===== src/rtl/mem_arbiter.sv =====
// mem_arbiter: two-requester IDLE/ACCESS/RESP sequencer for a single-port word memory.
// Define MEM_ARB_ROUND_ROBIN_EN for round-robin arbitration; otherwise req0 has fixed priority.
module mem_arbiter #(
    parameter int DATA_W = 32,
    parameter int ADDR_W = 4
) (
    input  logic              clk,
    input  logic              rst,
    input  logic              req0,
    input  logic              req1,
    input  logic              rw0,
    input  logic              rw1,
    input  logic [ADDR_W-1:0] addr0,
    input  logic [ADDR_W-1:0] addr1,
    input  logic [DATA_W-1:0] wdata0,
    input  logic [DATA_W-1:0] wdata1,
    output logic              ack0,
    output logic              ack1,
    output logic [DATA_W-1:0] rdata0,
    output logic [DATA_W-1:0] rdata1,
    output logic              busy,
    output logic              gnt,
    output logic              mem_rw,
    output logic [ADDR_W-1:0] mem_addr,
    output logic [DATA_W-1:0] mem_wdata,
    input  logic [DATA_W-1:0] mem_rdata
);

    typedef enum logic [1:0] {
        IDLE   = 2'd0,
        ACCESS = 2'd1,
        RESP   = 2'd2
    } state_e;

    state_e            state_q, state_d;
    logic              gnt_q, gnt_d;
    logic              rw_q, rw_d;
    logic              mem_rw_q, mem_rw_d;
    logic [ADDR_W-1:0] mem_addr_q, mem_addr_d;
    logic [DATA_W-1:0] mem_wdata_q, mem_wdata_d;
    logic [DATA_W-1:0] rdata0_q, rdata0_d;
    logic [DATA_W-1:0] rdata1_q, rdata1_d;
    logic              win;
    logic              resp_rd;

`ifdef MEM_ARB_ROUND_ROBIN_EN
    logic ptr_q, ptr_d;   // index of the last winner

    always_comb begin
        if (req0 && req1) begin
            win = ~ptr_q;
        end else begin
            win = ~req0;
        end
    end
`else
    assign win = ~req0;
`endif

    always_comb begin
        state_d     = state_q;
        gnt_d       = gnt_q;
        rw_d        = rw_q;
        mem_rw_d    = 1'b0;
        mem_addr_d  = mem_addr_q;
        mem_wdata_d = mem_wdata_q;
        rdata0_d    = rdata0_q;
        rdata1_d    = rdata1_q;
`ifdef MEM_ARB_ROUND_ROBIN_EN
        ptr_d       = ptr_q;
`endif
        case (state_q)
            IDLE: begin
                if (req0 || req1) begin
                    gnt_d       = win;
                    rw_d        = win ? rw1 : rw0;
                    mem_rw_d    = win ? rw1 : rw0;
                    mem_addr_d  = win ? addr1 : addr0;
                    mem_wdata_d = win ? wdata1 : wdata0;
                    state_d     = ACCESS;
`ifdef MEM_ARB_ROUND_ROBIN_EN
                    ptr_d       = win;
`endif
                end
            end
            ACCESS: begin
                state_d = RESP;
            end
            RESP: begin
                if (!rw_q) begin
                    if (gnt_q) begin
                        rdata1_d = mem_rdata;
                    end else begin
                        rdata0_d = mem_rdata;
                    end
                end
                state_d = IDLE;
            end
            default: begin
                state_d = IDLE;
            end
        endcase
    end

    always_ff @(posedge clk) begin
        if (rst) begin
            state_q     <= IDLE;
            gnt_q       <= 1'b0;
            rw_q        <= 1'b0;
            mem_rw_q    <= 1'b0;
            mem_addr_q  <= '0;
            mem_wdata_q <= '0;
            rdata0_q    <= '0;
            rdata1_q    <= '0;
`ifdef MEM_ARB_ROUND_ROBIN_EN
            ptr_q       <= 1'b1;
`endif
        end else begin
            state_q     <= state_d;
            gnt_q       <= gnt_d;
            rw_q        <= rw_d;
            mem_rw_q    <= mem_rw_d;
            mem_addr_q  <= mem_addr_d;
            mem_wdata_q <= mem_wdata_d;
            rdata0_q    <= rdata0_d;
            rdata1_q    <= rdata1_d;
`ifdef MEM_ARB_ROUND_ROBIN_EN
            ptr_q       <= ptr_d;
`endif
        end
    end

    // Read data arrives during RESP, so it is forwarded while ack is high and held afterwards.
    assign resp_rd   = (state_q == RESP) && !rw_q;
    assign ack0      = (state_q == RESP) && !gnt_q;
    assign ack1      = (state_q == RESP) && gnt_q;
    assign rdata0    = (resp_rd && !gnt_q) ? mem_rdata : rdata0_q;
    assign rdata1    = (resp_rd && gnt_q) ? mem_rdata : rdata1_q;
    assign busy      = (state_q != IDLE);
    assign gnt       = gnt_q;
    assign mem_rw    = mem_rw_q;
    assign mem_addr  = mem_addr_q;
    assign mem_wdata = mem_wdata_q;

endmodule


===== config.mk =====
export PLATFORM = sky130hd
export DESIGN_NAME = mem_arbiter
export DESIGN_NICKNAME = d
export VERILOG_FILES = /design/src/rtl/mem_arbiter.sv
export SDC_FILE = /design/constraint.sdc
export NUM_CORES = 1
export LEC_CHECK = 0
export ABC_AREA = 1
export CAP_MARGIN = 10
export CORE_AREA = 3 3 86 149
export DETAILED_ROUTE_END_ITERATION = 6
export DIE_AREA = 0 0 89 152
export MAX_ROUTING_LAYER = met4
export PLACE_DENSITY = 0.8
export SETUP_SLACK_MARGIN = 0.05
export SLEW_MARGIN = 15
export SYNTH_ARGS = -nofsm -noshare
export SYNTH_HDL_FRONTEND = slang
export SYNTH_SLANG_ARGS = --single-unit

===== constraint.sdc =====
create_clock -name clk -period 2.15 [get_ports clk]
set_input_delay 0.215 -clock clk [delete_from_list [all_inputs] [get_ports clk]]
set_output_delay 0.215 -clock clk [all_outputs]
set_load 0.03 [all_outputs]

Yosys cells after proc, flatten, opt, wreduce, memory -nomap -nowiden
Index checks and enable logic that the tools add are counted.
{"block": "word_totals", "ff_bits": 105, "latch_bits": 0, "ram_bits": 0, "romBits": 0, "inputBits": 110, "n_memories": 0}
{"block": "classes", "addsub": 0, "n_mul": 0, "n_div": 0, "order_cmp": 0, "eq_ne": 3, "shift": 0, "muxes": 7, "bitwise": 5, "reduce_logical": 14}
{"cell": "$mux 32", "n": 3}
{"cell": "$reduce_and 3->1", "n": 2}
{"cell": "$logic_and 1x1->1", "n": 5}
{"cell": "$not 1->1", "n": 5}
{"cell": "$mux 4", "n": 1}
{"cell": "$pmux 2 s2", "n": 1}
{"cell": "$reduce_or 3->1", "n": 1}
{"cell": "$eq 2x1->1 const B", "n": 1}
{"cell": "$eq 2x2->1 const B", "n": 1}
{"cell": "$logic_not 1->1", "n": 2}
{"cell": "$logic_not 2->1", "n": 1}
{"cell": "$mux 2", "n": 1}
{"cell": "$ne 2x2->1 const B", "n": 1}
{"cell": "$reduce_and 2->1", "n": 1}
{"cell": "$reduce_bool 2->1", "n": 1}
{"cell": "$logic_or 1x1->1", "n": 1}
{"cell": "$mux 1", "n": 1}

Longest topological paths before layout
{"block": "depth", "ltp_word": 4, "depth_mapped": 8, "ltp_nobuf": 6}

Worst setup path after synthesis
No wires, ideal clock.
{"block": "synth_timing", "path_type": "reg2out", "start": "register gnt_q (netlist: gnt)", "end": "output port rdata1[10]", "t_arrival_ns": 1.334, "setup_slack_ns": 0.601, "stages_incl_launch_ff": 8, "path_buffers": 1, "path_cell_list": "dfxtp_1 inv_2 nor2_4 nand2_2 buf_2 nand2_1 nand2_1 inv_1"}
{"block": "synth_between", "elab_chain_cells": 2}
{"item": "from (decl)", "line_no": "36", "text": "logic gnt_q, gnt_d;"}
{"item": "from (signal assigned)", "line_no": "120", "text": "gnt_q <= gnt_d;"}
{"item": "$logic_and 1x1->1", "line_no": "138", "text": "assign rdata1 = (resp_rd && gnt_q) ? mem_rdata : rdata1_q;"}
{"item": "$mux 32", "line_no": "138"}
{"item": "to (decl)", "line_no": "20", "text": "output logic [DATA_W-1:0] rdata1,"}
No other way between the ends.

Worst setup path after layout
{"block": "layout_timing", "start": "register state_q[1]", "end": "output port rdata0[3]"}
{"block": "layout_between", "elab_chain_cells": 4}
{"item": "from (decl)", "line_no": "35", "text": "state_e state_q, state_d;"}
{"item": "from (signal assigned)", "line_no": "119", "text": "state_q <= state_d;"}
{"item": "$eq 2x2->1", "line_no": "134", "text": "assign resp_rd = (state_q == RESP) && !rw_q;"}
{"item": "$logic_and 1x1->1", "line_no": "134"}
{"item": "$logic_and 1x1->1", "line_no": "137", "text": "assign rdata0 = (resp_rd && !gnt_q) ? mem_rdata : rdata0_q;"}
{"item": "$mux 32", "line_no": "137"}
{"item": "to (decl)", "line_no": "19", "text": "output logic [DATA_W-1:0] rdata0,"}
No other way between the ends.

==> results.toml <==
[setup_path]
reg2regPathDepth = 6
crit_required_ns = 1.93
critPathArrivalTime_ns = 1.73
timing.rr.start = "state_q[1]$_SDFFE_PP0P_"
r2r_end = "rdata1_q[7]$_SDFFE_PP0P_"
r2r_setup_slack_ns = 0.79
path_class = "register to output port"
slowest_stage = "dfxtp_1"
slowest_delay_ns = 0.36
crit_path_frequent_cell = "buf_4"
startpoint_type = "register"
cp_max_fo = 33
path_cells = "inv_2, nor2_4, buf_4, nand3_1, nand2_1, inv_1, buf_4"
cp-end-kind = "output port"

[floorplan]
fp.dieH_um = 152
die_x_um = 89
die_area_um2 = 13500
placementRows = 52
initial_utilization = 0.446
core_um2 = 11600
ios = 215

[logic_synthesis]
synth_top_area_cell = "dfxtp_1"
synth_cells = 884
ys_warn_count = 0
yosysUniqueCellTypes = 16
synth_top_family_by_area = "simple AND/OR/NAND/NOR gates"
synth_area_leaders = "dfxtp_1 (40%), nand2_1 (23%), inv_1 (14%)"
avgSynthCellArea_um2 = 5.88
yosysSeqAreaShare = 0.405
netlist_area_um2 = 5190
synth-seq-cells = 105
synth_top_area_frac = 0.405
synthAdderAreaFrac = 0
synth_compound_area_frac = 0.00193
synth-simple-area-share = 0.401
synth-xor-area-share = 0
synth_fp_nets = 994
synth_mux_area_frac = 0

[sta]
relSlewSlack = 0.530
worstMarginPinSlew_ns = 0.704
fmax_mhz = 514
setup_tns_ns = 0
rsz0062_at_grt = "false"
finalSetupViolCount = 0
post-route-min-period_ns = 1.94
min_period_over_period = 0.904
final-max-slew-violation-count = 0
skew_ns = 0.00796
worst_hold_slack_ns = 0.342
hold_viol_final = 0

[cts]
htreeDepth = 3
clock_path_buffers = 2
clock_latency_ns = 0.34
clkSlewWorstSetupHoldPaths_ns = 0.07
cts_buffers = 9
cts.sinks = 105
cts_tree = "yes"
cts-root-buf = "clkbuf_16"
post-cts-setup-buffer-count = 0

[placed_design]
dp.cells = 1201
place_congestion = 0.854
dpl.hpwl_um = 10700
dpl_cell_area_um2 = 7220
io_buffers = 214

[global_route]
grt-ovfl-total = 0
grt_usage = 0.219
grt_pass1_vias = 5072
grt_max_degree = 67
grt_pass1_wl_um = 23100
antenna_found_initial = 0

[routing]
dr_wl_met3_um = 834
vias_per_cell = 4.39
drc = 0
dr_total_vias = 5341
dr.max_layer_used = "met4"
wl_met2_um = 7420
drt-met1-wl_um = 5700
drt_iter0_drc = 226
first_pass_iters = 4
postRouteAntennaNets = 0
drt_wl_total_um = 14400
wl_per_cell_um = 11.8

[layout]
fillers = 1067
final_area_um2 = 7550
final_layout_size_suffix_gt1_frac = 0.0980
mostFrequentLayoutCell = "nand2_1"
syn_to_final_growth_pct = 45.4
final_cell_mix = "nand2_1 (316), inv_1 (198), clkdlybuf4s50_1 (147)"
finalNonFillerCells = 1217
design.final.nets = 1187
num_antenna_cells = 0

[min_path]
hold_class = "input pin to register"
hold_depth = 4
min_from = "rst"
min_to = "mem_wdata[12]$_SDFFE_PP0P_"

[run]
maxCapViolCount = 0

[power_and_ir_drop]
pwr_density_cell_nw_per_um2 = 712
leakage_nw = 4.39
ir_worst_vdd_v = 0.000483

[outcome]
status = "complete, no violations"
worst max-delay path: cells and delay by family (launching register included):
family	cells	cell delay, ns
and+or+nand+nor	3	0.37
buffers and inverters	4	0.64
DFF	1	0.36
power by group:
group	switching (W)	internal, W	total, W	leakage, nW
Sequential	0.0000570	0.00207	0.00213	0.859
Combinational	0.000881	0.000599	0.00148	3.38
Clock	0.000709	0.00106	0.00176	0.153
Total	0.00165	0.00373	0.00538	4.39
kinds of logic after synthesis:
logic type,Yosys count
simple gates,527
compound gates,2
buf+inv,250
flops,105
synth_stat cells (all sizes together):
cell    count
clkbuf      8
nor2      143
inv       204
nand2     318
buf        38
a21oi       1
nand3      65
dfxtp     105
o21ai       1
nor3        1
metal layers:
layer	track usage	vias up
met5	-	-
met4	0.0816	0
met3	0.0450	25
met2	0.378	166
met1	0.243	2274
li1	-	2876
state kept, by name, indices dropped and copies added (netlist names):
signal     count
gnt            1
rdata0_q      32
mem_addr       4
mem_rw         1
mem_wdata     32
rw_q           1
rdata1_q      32
state_q        2
metrics by stage:
step	setup slack, ns	util	total power (W)
after floorplan	0.601	-	0.00303
after detailed placement	0.475	0.620	0.00366
after global placement	0.532	0.620	0.00364
final	0.206	0.648	0.00538
after global routing	0.0650	0.648	0.00567
after CTS	0.0939	0.648	0.00544
final cells by class:
type | count | area [µm²] | share of cell area
repair buffers | 228 | 2090 | 0.277
flip-flops and latches | 105 | 2100 | 0.278
clock buffers | 12 | 246 | 0.0326
clock inverters | 4 | 76.3 | 0.0101
inverters | 204 | 766 | 0.101
well taps | 135 | 169 | 0.0224
multi-input cells | 529 | 2100 | 0.278
worst max path at each step:
stage	start	end	slack (ns)	cells after the start
after CTS	gnt$_SDFFE_PP0P_	rdata1[0]	0.09	7
final	state_q[1]$_SDFFE_PP0P_	rdata0[3]	0.21	7
after detailed placement	gnt$_SDFFE_PP0P_	rdata1[24]	0.48	7
after global routing	state_q[1]$_SDFFE_PP0P_	rdata0[8]	0.07	7
after global placement	gnt$_SDFFE_PP0P_	rdata1[30]	0.53	7
after floorplan	gnt$_SDFFE_PP0P_	rdata1[10]	0.60	7
repair_timing:
item                       in CTS  in global routing
setup endpoints to repair       0                 22
hold buffers                    0                  0
resized for setup               0                  2
Note: power is estimated with default switching activity, not from simulation.
